$ cat config.mk
export PLATFORM = sky130hd
export DESIGN_NAME = bitscan_iter
export DESIGN_NICKNAME = d
export VERILOG_FILES = /design/src/rtl/bitscan_iter.sv
export SDC_FILE = /design/constraint.sdc
export NUM_CORES = 1
export LEC_CHECK = 0
export CAP_MARGIN = 15
export CORE_UTILIZATION = 51
export DETAILED_ROUTE_END_ITERATION = 10
export PLACE_DENSITY_LB_ADDON = 0.25
export RECOVER_POWER = 50
export SETUP_SLACK_MARGIN = 0.4
export SLEW_MARGIN = 15
export SYNTH_ARGS = -nofsm -noshare
export SYNTH_HDL_FRONTEND = slang
export SYNTH_SLANG_ARGS = --single-unit
$ cat constraint.sdc
create_clock -name clk -period 3 [get_ports clk]
set_clock_uncertainty 0.2 [all_clocks]
set_input_delay 0.45 -clock clk [delete_from_list [all_inputs] [get_ports clk]]
set_output_delay 0.45 -clock clk [all_outputs]
set_load 0.02 [all_outputs]
$ cat src/rtl/bitscan_iter.sv
// bitscan_iter: multi-cycle CTZ / CLZ / POPCNT unit scanning STEP bits per clock,
// with valid/ready streams on both sides.
// Optional feature macro: BITSCAN_POPCNT_EN (POPCNT mode and its per-chunk adder).
// Without it, in_mode=2 behaves like the reserved mode 3.
module bitscan_iter #(
  parameter int WIDTH = 32,
  parameter int STEP  = 4,
  parameter int CW    = $clog2(WIDTH + 1)
) (
  input  logic             clk,
  input  logic             rst,
  input  logic             in_valid,
  output logic             in_ready,
  input  logic [WIDTH-1:0] in_data,
  input  logic [1:0]       in_mode,
  output logic             out_valid,
  input  logic             out_ready,
  output logic [CW-1:0]    out_count,
  output logic             out_zero
);

  localparam int NCH = WIDTH / STEP;
  localparam int KW  = (NCH > 1) ? $clog2(NCH) : 1;
  localparam logic [KW-1:0] KLAST = KW'(NCH - 1);

  typedef enum logic [1:0] {IDLE, SCAN, DONE} state_t;
  typedef enum logic [1:0] {OP_CTZ, OP_CLZ, OP_POP, OP_NONE} op_t;

  state_t           state_q, state_d;
  op_t              op_q, op_in;
  logic [WIDTH-1:0] data_q, in_rev;
  logic [KW-1:0]    k_q, k_d;
  logic [CW-1:0]    acc_q, acc_d;
  logic             zero_q;
  logic             accept;

  logic [STEP-1:0]  chunk;
  logic             chunk_nz;
  logic [CW-1:0]    pos;
  logic [CW-1:0]    base;

  assign in_ready  = (state_q == IDLE) && !rst;
  assign accept    = in_valid && in_ready;
  assign out_valid = (state_q == DONE);
  assign out_count = acc_q;
  assign out_zero  = zero_q;

  // Bit-reversed operand: CLZ is scanned as CTZ of the mirrored word, so
  // chunk k always sits at bits [k*STEP +: STEP] of the captured register.
  always_comb begin
    in_rev = '0;
    for (int unsigned i = 0; i < WIDTH; i++)
      in_rev[i] = in_data[WIDTH-1-i];
  end

  // Decode the requested mode into the internal operation.
  always_comb begin
    case (in_mode)
      2'd0:    op_in = OP_CTZ;
      2'd1:    op_in = OP_CLZ;
`ifdef BITSCAN_POPCNT_EN
      2'd2:    op_in = OP_POP;
`endif
      default: op_in = OP_NONE;
    endcase
  end

  // Current chunk, its first set bit (from the scan end) and its base offset.
  always_comb begin
    chunk    = STEP'(data_q >> (STEP * k_q));
    chunk_nz = |chunk;
    pos      = '0;
    for (int unsigned i = STEP; i > 0; i--)
      if (chunk[i-1]) pos = CW'(i - 1);
    base = CW'(k_q) * CW'(STEP);
  end

`ifdef BITSCAN_POPCNT_EN
  logic [CW-1:0] chunk_pop;

  // Per-chunk population count feeding the POPCNT accumulator.
  always_comb begin
    chunk_pop = '0;
    for (int unsigned i = 0; i < STEP; i++)
      chunk_pop = chunk_pop + CW'(chunk[i]);
  end
`endif

  // Next-state and datapath update decisions.
  always_comb begin
    state_d = state_q;
    acc_d   = acc_q;
    k_d     = k_q;
    case (state_q)
      IDLE: begin
        if (accept) state_d = SCAN;
      end
      SCAN: begin
        case (op_q)
          OP_CTZ, OP_CLZ: begin
            if (chunk_nz) begin
              acc_d   = base + pos;
              state_d = DONE;
            end else if (k_q == KLAST) begin
              acc_d   = CW'(WIDTH);
              state_d = DONE;
            end else begin
              k_d = k_q + 1'b1;
            end
          end
`ifdef BITSCAN_POPCNT_EN
          OP_POP: begin
            acc_d = acc_q + chunk_pop;
            if (k_q == KLAST) state_d = DONE;
            else              k_d     = k_q + 1'b1;
          end
`endif
          default: begin
            acc_d   = '0;
            state_d = DONE;
          end
        endcase
      end
      DONE: begin
        if (out_ready) state_d = IDLE;
      end
      default: state_d = IDLE;
    endcase
  end

  // State register.
  always_ff @(posedge clk) begin
    if (rst) state_q <= IDLE;
    else     state_q <= state_d;
  end

  // Operand capture, chunk index and accumulator registers.
  always_ff @(posedge clk) begin
    if (rst) begin
      data_q <= '0;
      op_q   <= OP_NONE;
      k_q    <= '0;
      acc_q  <= '0;
      zero_q <= 1'b0;
    end else if (accept) begin
      data_q <= (in_mode == 2'd1) ? in_rev : in_data;
      op_q   <= op_in;
      k_q    <= '0;
      acc_q  <= '0;
      zero_q <= (in_data == '0);
    end else begin
      k_q   <= k_d;
      acc_q <= acc_d;
    end
  end

endmodule

# After elaboration in Yosys (flattened, before gate mapping)

Index checks and enable logic that the tools add are counted.

Bits in registers: 46
Word-level logic and storage cells: 48

$add $sub $neg: 2
Eq/ne operators: 9
Shifts and indexed selects: 1
Muxes and demuxes: 15
Bitwise operators: 2
Reductions and logical operators: 13

Operator list:

| kind                                                            | number |
|---|---|
| 6-bit 2-to-1 mux                                                | 6 |
| 32-bit logical NOT                                              | 1 |
| 32-bit 2-to-1 mux                                               | 1 |
| 32-bit by 5-bit right shift with 4-bit output                   | 1 |
| 2-bit 2-to-1 mux                                                | 6 |
| 5-bit by 6-bit adder with 6-bit output                          | 1 |
| 2-bit by 1-bit == test with 1-bit output, second input constant | 3 |
| 2-bit logical NOT                                               | 3 |
| 2-bit case mux with 3 select lines                              | 1 |
| 4-bit != test, second input constant                            | 1 |
| 2-bit case mux with 2 select lines                              | 1 |
| 4-bit AND reduction                                             | 1 |
| 2-bit OR reduction                                              | 2 |
| 4-bit OR reduction                                              | 1 |
| 3-bit by 1-bit adder with 3-bit output, second input constant   | 1 |
| 3-bit == test, second input constant                            | 1 |
| 3-bit != test, second input constant                            | 1 |
| 3-bit AND reduction                                             | 1 |
| 2-bit == test, second input constant                            | 1 |
| 1-bit logical AND                                               | 2 |
| 2-bit by 1-bit != test with 1-bit output, second input constant | 1 |
| 2-bit != test, second input constant                            | 1 |
| 1-bit NOT                                                       | 2 |
| 2-bit AND reduction                                             | 1 |
| 1-bit logical NOT                                               | 1 |

# Longest topological paths before layout

Gate-level depths: netlist of run 1.

Depth after elaboration: 8
Depth in mapped cells: 7
Depth with buffers taken out: 5

# Worst setup path before layout of run 1

OpenSTA, ideal clock, no wires.

Path kind: reg-to-reg
Start point: reg k_q[0]
End point: reg acc_q[0], in the netlist out_count[0]
Data arrival time: 2254 ps
Required time: 2728 ps
Path slack: 474 ps
Cell stages (with the launch flop): 8
Path buffers: 2
Period minus slack after synthesis: 2526 ps
Cells stage by stage: dfxtp_1 clkbuf_1 mux4_2 mux2i_1 nand2b_1 buf_2 o21ai_2 mux2i_1

Word-level cells in the longest chain between the ends: 8
Elaborated cells between the ends (all ways): 12
Those cells by class: add/sub (1); eq/ne (2); shift (1); mux (6); reduce/logical (2)

Ends and longest elaborated chain:

| what                                          | line | source |
|---|---|---|
| start, declared                               | 32   | `logic [KW-1:0] k_q, k_d;` |
| start signal, assigned                        | 152  | `k_q <= k_d;` |
| 32-bit by 5-bit right shift with 4-bit output | 70   | `chunk = STEP'(data_q >> (STEP * k_q));` |
| 2-bit 2-to-1 mux                              | 74   | `if (chunk[i-1]) pos = CW'(i - 1);` |
| 6-bit 2-to-1 mux (3 in a row)                 | 74   |  |
| 5-bit by 6-bit adder with 6-bit output        | 102  | `acc_d = base + pos;` |
| 6-bit 2-to-1 mux                              | 101  | `if (chunk_nz) begin` |
| 6-bit 2-to-1 mux                              | 99   | `case (op_q)` |
| end signal, assigned                          | 143  | `acc_q <= '0;` |
| end signal, assigned                          | 149  | `acc_q <= '0;` |
| end signal, assigned                          | 153  | `acc_q <= acc_d;` |
| end, declared                                 | 33   | `logic [CW-1:0] acc_q, acc_d;` |

Parallel ways exist; a longest one is shown, timed or not.
A chain may end at the register's enable or synchronous reset.

# Worst setup path after layout of run 1

Start point: reg k_q[1]
End point: reg k_q[0]

Word-level cells in the longest chain between the ends: 4
Elaborated cells between the ends (all ways): 6
Those cells by class: eq/ne (1); shift (1); bitwise (2); reduce/logical (2)

Ends and longest elaborated chain:

| what                                          | line | source |
|---|---|---|
| 32-bit by 5-bit right shift with 4-bit output | 70   |  |
| 4-bit OR reduction                            | 71   | `chunk_nz = \|chunk;` |
| 1-bit NOT (no line)                           | -    |  |
| 4-bit AND reduction (no line) *               | -    |  |

Mark *: on every way between the ends. The rest lies on a longest branch, timed or not.

==> results.tsv, run 1 <==
stage	metric	value	unit
route	routed via count	2273	
yosys	Yosys Warn Count	0	
layout	FILL cells	368	
yosys	Syn Area/Cell	8.23	µm²
yosys	Synth Area in XOR/XNOR	0	%
layout	Area Growth Syn to Fin	26.2	%
route	Vias/cell	6.08	
timing	setup violators final	0	
clocking	Worst-path clk slew	0.08	ns
timing	Slew Limit Fails	0	
yosys	sequential share of the synthesized area	38.7	%
setup_path	CP cell instances	mux4_2, mux2_2, a2111o_1, or4_1, a21oi_1	
global_route	initial antenna violation count	0	
clocking	# hold bufs at CTS	0	
worst_hold_path	HP Class	flop to flop	
die	die area	4840	µm²
timing	relative slew slack	37.9	%
yosys	Post-Synth Simple-Gate Area	25.5	%
power	Tot Pwr	0.00132	W
place	dpl cells	366	
die	Rows	24	
clocking	CTS Buf Count	5	
yosys	largest family of logic cells by synthesized area	simple AND/OR/NAND/NOR gates	
route	Total Wirelength	5.88	mm
die	Starting Density	53.1	%
setup_path	Arr. time, crit path	2.57	ns
clocking	TritonCTS clock tree	done	
clocking	CTS sink count	45	
setup_path	FF-to-FF Start	k_q[1]$_SDFFE_PP0P_	
layout	nets	362	
yosys	post-synthesis async set-or-reset flop share	0	%
timing	Slew @ Worst Pin	0.932	ns
yosys	synthesized instance count	283	
timing	min Tclk post-route	2.56	ns
layout	ratio of cells with drive above 1 in the final layout	9.63	%
yosys	Unique masters post-synth	34	
timing	setup_tns	0	ns
global_route	largest net degree at the start of global routing	42	
route	DRC	0	
timing	post-layout worst setup margin	0.439	ns
route	Iteration-0 DRC Markers	230	
worst_hold_path	hold endpoint	out_count[2]$_SDFFE_PP0P_	
status	status	finished clean	
yosys	number of synthesized flops with an enable pin	0	
setup_path	crit path max fanout	9	
yosys	Top FF cell, synth	dfxtp_1	
route	drt wl/cell	15.7	µm
layout	Diodes inserted	0	
setup_path	Setup CP Type	flop to flop	
layout	commonest non-fill, non-tap cell in the layout	nand2_1	
die	total core area	4380	µm²
yosys	Synth Area in Compound Gates	19.2	%
timing	Peak Freq	0.391	GHz
yosys	flops & latches, synth	45	
yosys	post-synthesis adder-cell area fraction	1.07	%
place	pre-CTS WS	0.246	ns
yosys	Net Count, Synth	323	
layout	commonest cells after routing, fill and taps aside	nand2_1, dfxtp_1, nor2_1, clkdlybuf4s50_1, a311oi_1	
global_route	gr ovfl total	0	
route	DR pass1 iterations	4	
clocking	Root Buffer	clkbuf_8	
clocking	clk buf depth	2	
timing	unrepaired setup endpoints after global routing	true	
global_route	first-pass GRT wire length	9.83	mm
flow_run	number of max-cap violations	0	
global_route	via count of the first global-routing pass	2029	
timing	Hold Fails Final Rpt	0	
clocking	Clock Latency Late Sink	0.30	ns
power	leakage	1.07	nW
clocking	Max H-tree Level	2	
die	Die W	69.6	µm
die	I/O Pins	47	
setup_path	WP buf/inv	0	
setup_path	FF-to-FF End	k_q[0]$_SDFFE_PP0P_	
die	DIE HEIGHT	69.6	µm
layout	Non-Filler Instances	374	
route	antenna-violating nets left	0	
layout	post-layout util	67.0	%
power	Max VDD drop	277	µV
global_route	GRT Total Usage	25.8	%
place	GPL Wtd Cong	0.941	
place	hpwl dp	4.18	mm
setup_path	Worst path top cell family by delay	multiplexers	
timing	final period utilization	85.4	%
worst_hold_path	hold depth	2	
yosys	mux cell area share after synthesis	11.1	%
yosys	Post-Syn Area	2330	µm²
setup_path	r2r setup slk	0.44	ns
setup_path	Crit path required time	3.01	ns
setup_path	Worst R2R Path Depth	5	
place	Buffers on Ports	46	
setup_path	CP Capture Type	flop	
setup_path	CP max stage cell	mux4_2	
power	Cell Pwr Density	449	nW/µm²
worst_hold_path	Min-Delay Startpoint	out_count[2]$_SDFFE_PP0P_	
setup_path	max incr delay on CP	0.52	ns
setup_path	Worst setup SP type	flop	
## synth_stat cells, drive strengths merged, types with 2 or more instances
cell | instances | area (µm²)
nand2 | 70 | 263
mux2i | 10 | 100
ha | 2 | 25.0
clkbuf | 21 | 78.8
inv | 2 | 7.51
or4 | 3 | 22.5
mux2 | 2 | 22.5
nand4 | 2 | 12.5
buf | 2 | 16.3
dfxtp | 45 | 901
nor2b | 5 | 31.3
nor4 | 8 | 50.1
a21oi | 7 | 35.0
mux4 | 6 | 135
o21ai | 2 | 13.8
a22oi | 2 | 15.0
o31ai | 4 | 30.0
a211oi | 3 | 22.5
o211ai | 3 | 22.5
a311oi | 32 | 280
nor2 | 37 | 139
nand2b | 5 | 31.3
## final cells by class
cell class | count | area, µm² | share of cell area [%]
Clock inverter | 2 | 35.0 | 1.19
Sequential cell | 45 | 907 | 30.9
Tap cell | 52 | 65.1 | 2.21
Timing Repair Buffer | 55 | 519 | 17.7
Inverter | 2 | 7.51 | 0.255
Multi-Input combinational cell | 213 | 1340 | 45.5
Clock buffer | 5 | 68.8 | 2.34
## what timing repair did
item                       CTS  global route
setup endpoints to repair    8             2
pin swaps                    1             0
buffers inserted             0             1
resized for setup            4             1
## metal layers
layer	up-vias	share of wire (%)	GRT usage [%]
li1	1114	-	-
met1	1062	44	35.7
met2	90	47	40.7
met3	7	7.1	4.80
met4	0	1.3	8.16
met5	-	0	0
## power by group
group	total (W)	internal (W)	switching, W
logic	0.000230	0.000109	0.000121
registers	0.000656	0.000631	0.0000249
clock network	0.000435	0.000242	0.000193
## flip-flops by register name, summed over array words and instances, names as in the netlist
register	flops
k_q	3
data_q	32
out_count	6
state_q	2
op_q	1
out_zero	1
## logic make-up (layout without fill, tap and decap cells)
logic type | Yosys count | count (layout)
fa+ha+maj | 2 | 2
mux | 18 | 18
compound gates | 56 | 56
simple gates | 137 | 137
flops | 45 | 45
buf+inv | 25 | 64
## worst max-delay path by stage
| stage | to | cells after the start | from | slack (ns) |
|---|---|---|---|---|
| finish | k_q[0]$_SDFFE_PP0P_ | 5 | k_q[1]$_SDFFE_PP0P_ | 0.44 |
| global route | data_q[0]$_SDFFE_PP0P_ | 5 | rst | 0.26 |
| CTS | k_q[0]$_SDFFE_PP0P_ | 5 | k_q[0]$_SDFFE_PP0P_ | 0.46 |
| detailed placement | k_q[0]$_SDFFE_PP0P_ | 5 | k_q[0]$_SDFFE_PP0P_ | 0.25 |
| global placement | k_q[0]$_SDFFE_PP0P_ | 5 | k_q[0]$_SDFFE_PP0P_ | 0.35 |
| floorplan | out_count[0]$_SDFFE_PP0P_ | 7 | k_q[0]$_SDFFE_PP0P_ | 0.47 |
## worst register-to-register path: cells and delay by family, from the launching register on
family | cells | cell delay [ns]
and+or+nand+nor | 1 | 0.44
muxes | 2 | 0.83
AOI/OAI and AO/OA | 2 | 0.62
DFF | 1 | 0.39
## stage by stage
step	cell area (µm²)	hold slack, ns
2_1_floorplan	2330	0.273
3_3_place_gp	2830	0.251
3_5_place_dp	2830	0.258
4_1_cts	2940	0.270
5_1_grt	2940	0.289
6_report	2940	0.265
(Power assumes the default switching activity.)
==> run 2: changes to the inputs <==
--- a/config.mk
+++ b/config.mk
@@ -6,6 +6,7 @@
 export NUM_CORES = 1
 export LEC_CHECK = 0
 export CAP_MARGIN = 15
+export CORE_ASPECT_RATIO = 1.4
 export CORE_UTILIZATION = 51
 export DETAILED_ROUTE_END_ITERATION = 10
 export PLACE_DENSITY_LB_ADDON = 0.25
==> results.tsv, run 2 (same netlist as run 1, synthesis figures left out) <==
stage	metric	value	unit	change
layout	max reg flops	32		unchanged
place	pre-CTS WS	0.262	ns	was 0.246 ns
timing	min Tclk post-route	2.55	ns	was 2.56 ns
die	DIE HEIGHT	82.0	µm	was 69.6 µm
setup_path	max incr delay on CP	0.51	ns	was 0.52 ns
clocking	# hold bufs at CTS	0		unchanged
die	die area	4840	µm²	about the same
clocking	TritonCTS clock tree	done		unchanged
clocking	clk buf depth	2		unchanged
timing	unrepaired setup endpoints after global routing	false		was true
global_route	GRT Total Usage	27.1	%	was 25.8%
setup_path	CP cell instances	mux4_2, mux2_4, a2111o_1, buf_4, or3_1, a21oi_1		was mux4_2, mux2_2, a2111o_1, or4_1, a21oi_1
timing	setup violators final	0		unchanged
global_route	initial antenna violation count	0		unchanged
timing	relative slew slack	49.6	%	was 37.9%
layout	commonest cells after routing, fill and taps aside	nand2_1, dfxtp_1, nor2_1, clkdlybuf4s50_1, a311oi_1		unchanged
place	dpl cells	373		was 366
global_route	via count of the first global-routing pass	2115		was 2029
place	Buffers on Ports	46		unchanged
setup_path	crit path max fanout	8		was 9
setup_path	Crit path required time	3.04	ns	was 3.01 ns
setup_path	CP max stage cell	mux4_2		unchanged
die	I/O Pins	47		unchanged
global_route	gr ovfl total	0		unchanged
route	Iteration-0 DRC Markers	82		was 230
clocking	CTS Buf Count	5		unchanged
setup_path	r2r setup slk	0.45	ns	was 0.44 ns
timing	Peak Freq	0.392	GHz	was 0.391 GHz
worst_hold_path	HP Class	flop to flop		unchanged
layout	commonest non-fill, non-tap cell in the layout	nand2_1		unchanged
clocking	Worst-path clk slew	0.09	ns	was 0.08 ns
layout	Non-Filler Instances	384		was 374
route	met2 WL post-DR	3.22	mm	was 2.77 mm
clocking	Root Buffer	clkbuf_8		unchanged
route	routed via count	2276		was 2273
layout	Top reg by flops	data_q		unchanged
setup_path	FF-to-FF End	state_q[0]$_SDFFE_PP0P_		was k_q[0]$_SDFFE_PP0P_
setup_path	Worst setup SP type	flop		unchanged
power	Max VDD drop	334	µV	was 277 µV
route	DR WL met3	235	µm	was 420 µm
setup_path	Worst R2R Path Depth	6		was 5
timing	Slew @ Worst Pin	0.755	ns	was 0.932 ns
route	top routing layer used	met4		unchanged
place	hpwl dp	4.26	mm	was 4.18 mm
flow_run	number of max-cap violations	0		unchanged
timing	final period utilization	85.0	%	was 85.4%
route	antenna-violating nets left	0		unchanged
route	Total Wirelength	5.98	mm	was 5.88 mm
timing	post-layout worst setup margin	0.451	ns	was 0.439 ns
power	leakage	1.08	nW	was 1.07 nW
timing	Hold Fails Final Rpt	0		unchanged
setup_path	Arr. time, crit path	2.59	ns	was 2.57 ns
layout	post-layout util	69.0	%	was 67.0%
timing	Slew Limit Fails	0		unchanged
power	Cell Pwr Density	457	nW/µm²	was 449 nW/µm²
worst_hold_path	Min-Delay Startpoint	out_count[0]$_SDFFE_PP0P_		was out_count[2]$_SDFFE_PP0P_
status	status	finished clean		unchanged
timing	setup_tns	0	ns	unchanged
setup_path	Setup CP Type	flop to flop		unchanged
route	DRC	0		unchanged
clocking	Clock Latency Late Sink	0.31	ns	was 0.30 ns
setup_path	CP Capture Type	flop		unchanged
die	Starting Density	54.0	%	was 53.1%
route	Vias/cell	5.93		was 6.08
worst_hold_path	hold depth	2		unchanged
layout	Area Growth Syn to Fin	27.7	%	was 26.2%
setup_path	FF-to-FF Start	k_q[1]$_SDFFE_PP0P_		unchanged
route	DR pass1 iterations	4		unchanged
die	Die W	59.1	µm	was 69.6 µm
layout	ratio of cells with drive above 1 in the final layout	10.2	%	was 9.63%
route	routed length on met1	2.31	mm	was 2.60 mm
place	GPL Wtd Cong	0.909		was 0.941
clocking	CTS sink count	45		unchanged
die	Rows	28		was 24
clocking	Max H-tree Level	2		unchanged
global_route	first-pass GRT wire length	9.78	mm	was 9.83 mm
layout	FILL cells	360		was 368
worst_hold_path	hold endpoint	out_count[0]$_SDFFE_PP0P_		was out_count[2]$_SDFFE_PP0P_
layout	nets	363		was 362
die	total core area	4310	µm²	was 4380 µm²
global_route	largest net degree at the start of global routing	66		was 42
route	drt wl/cell	15.6	µm	was 15.7 µm
layout	Diodes inserted	0		unchanged
-- run 2: cell types whose count changed in the layout (fill, tap and decap cells not counted), sizes merged --
cell / change
buf: +3
clkbuf: -2
clkinvlp: +1
-- run 2: area by class of cell --
cell class              count  area, µm²  area share [%]
clock buffers               5       68.8            2.31
clock inverters             3       46.3            1.56
inverters                   2       7.51           0.252
multi-input cells         213       1330            44.8
flip-flops and latches     45        910            30.6
well taps                  60       75.1            2.52
repair buffers             56        533            17.9
-- run 2: worst max-delay path by stage --
stage / startpoint / to / slack, ns
after CTS: k_q[1]$_SDFFE_PP0P_ / k_q[0]$_SDFFE_PP0P_ / 0.42
after floorplan: k_q[0]$_SDFFE_PP0P_ / out_count[0]$_SDFFE_PP0P_ / 0.47
after global routing: k_q[1]$_SDFFE_PP0P_ / k_q[0]$_SDFFE_PP0P_ / 0.38
final: k_q[1]$_SDFFE_PP0P_ / state_q[0]$_SDFFE_PP0P_ / 0.45
after global placement: k_q[0]$_SDFFE_PP0P_ / k_q[0]$_SDFFE_PP0P_ / 0.33
after detailed placement: k_q[0]$_SDFFE_PP0P_ / k_q[0]$_SDFFE_PP0P_ / 0.26
-- run 2: worst max-delay path: cells and delay by family (launching register included) --
kind            cells  cell delay, ns
buf+inv             1            0.19
mux                 2            0.81
simple gates        1            0.31
compound gates      2            0.60
flops               1            0.38
-- run 2: what timing repair did --
| item | 4_1_cts | 5_1_grt |
|---|---|---|
| pin swaps | 0 | 2 |
| endpoints found under the setup margin | 9 | 7 |
| setup buffers | 0 | 3 |
| resized for setup | 3 | 4 |
| hold endpoints to repair | 0 | 0 |
-- run 2: metrics by stage --
stage | total power [W] | area [µm²] | hold slack (ns)
floorplan | 0.000795 | 2330 | 0.273
global placement | 0.000890 | 2830 | 0.247
detailed placement | 0.000896 | 2830 | 0.258
CTS | 0.00136 | 2950 | 0.271
global route | 0.00141 | 2970 | 0.289
finish | 0.00136 | 2970 | 0.261
-- run 2: routing by layer --
| metal | global-route usage, % | vias up |
|---|---|---|
| li1 | - | 1109 |
| met1 | 31.9 | 1069 |
| met2 | 46.5 | 81 |
| met3 | 5.04 | 17 |
| met4 | 13.8 | 0 |
| met5 | 0 | - |
-- run 2: power by group --
part / switching (W) / total [W] / internal (W)
Combinational: 0.000120 / 0.000230 / 0.000110
Clock: 0.000224 / 0.000474 / 0.000249
Sequential: 0.0000255 / 0.000656 / 0.000631
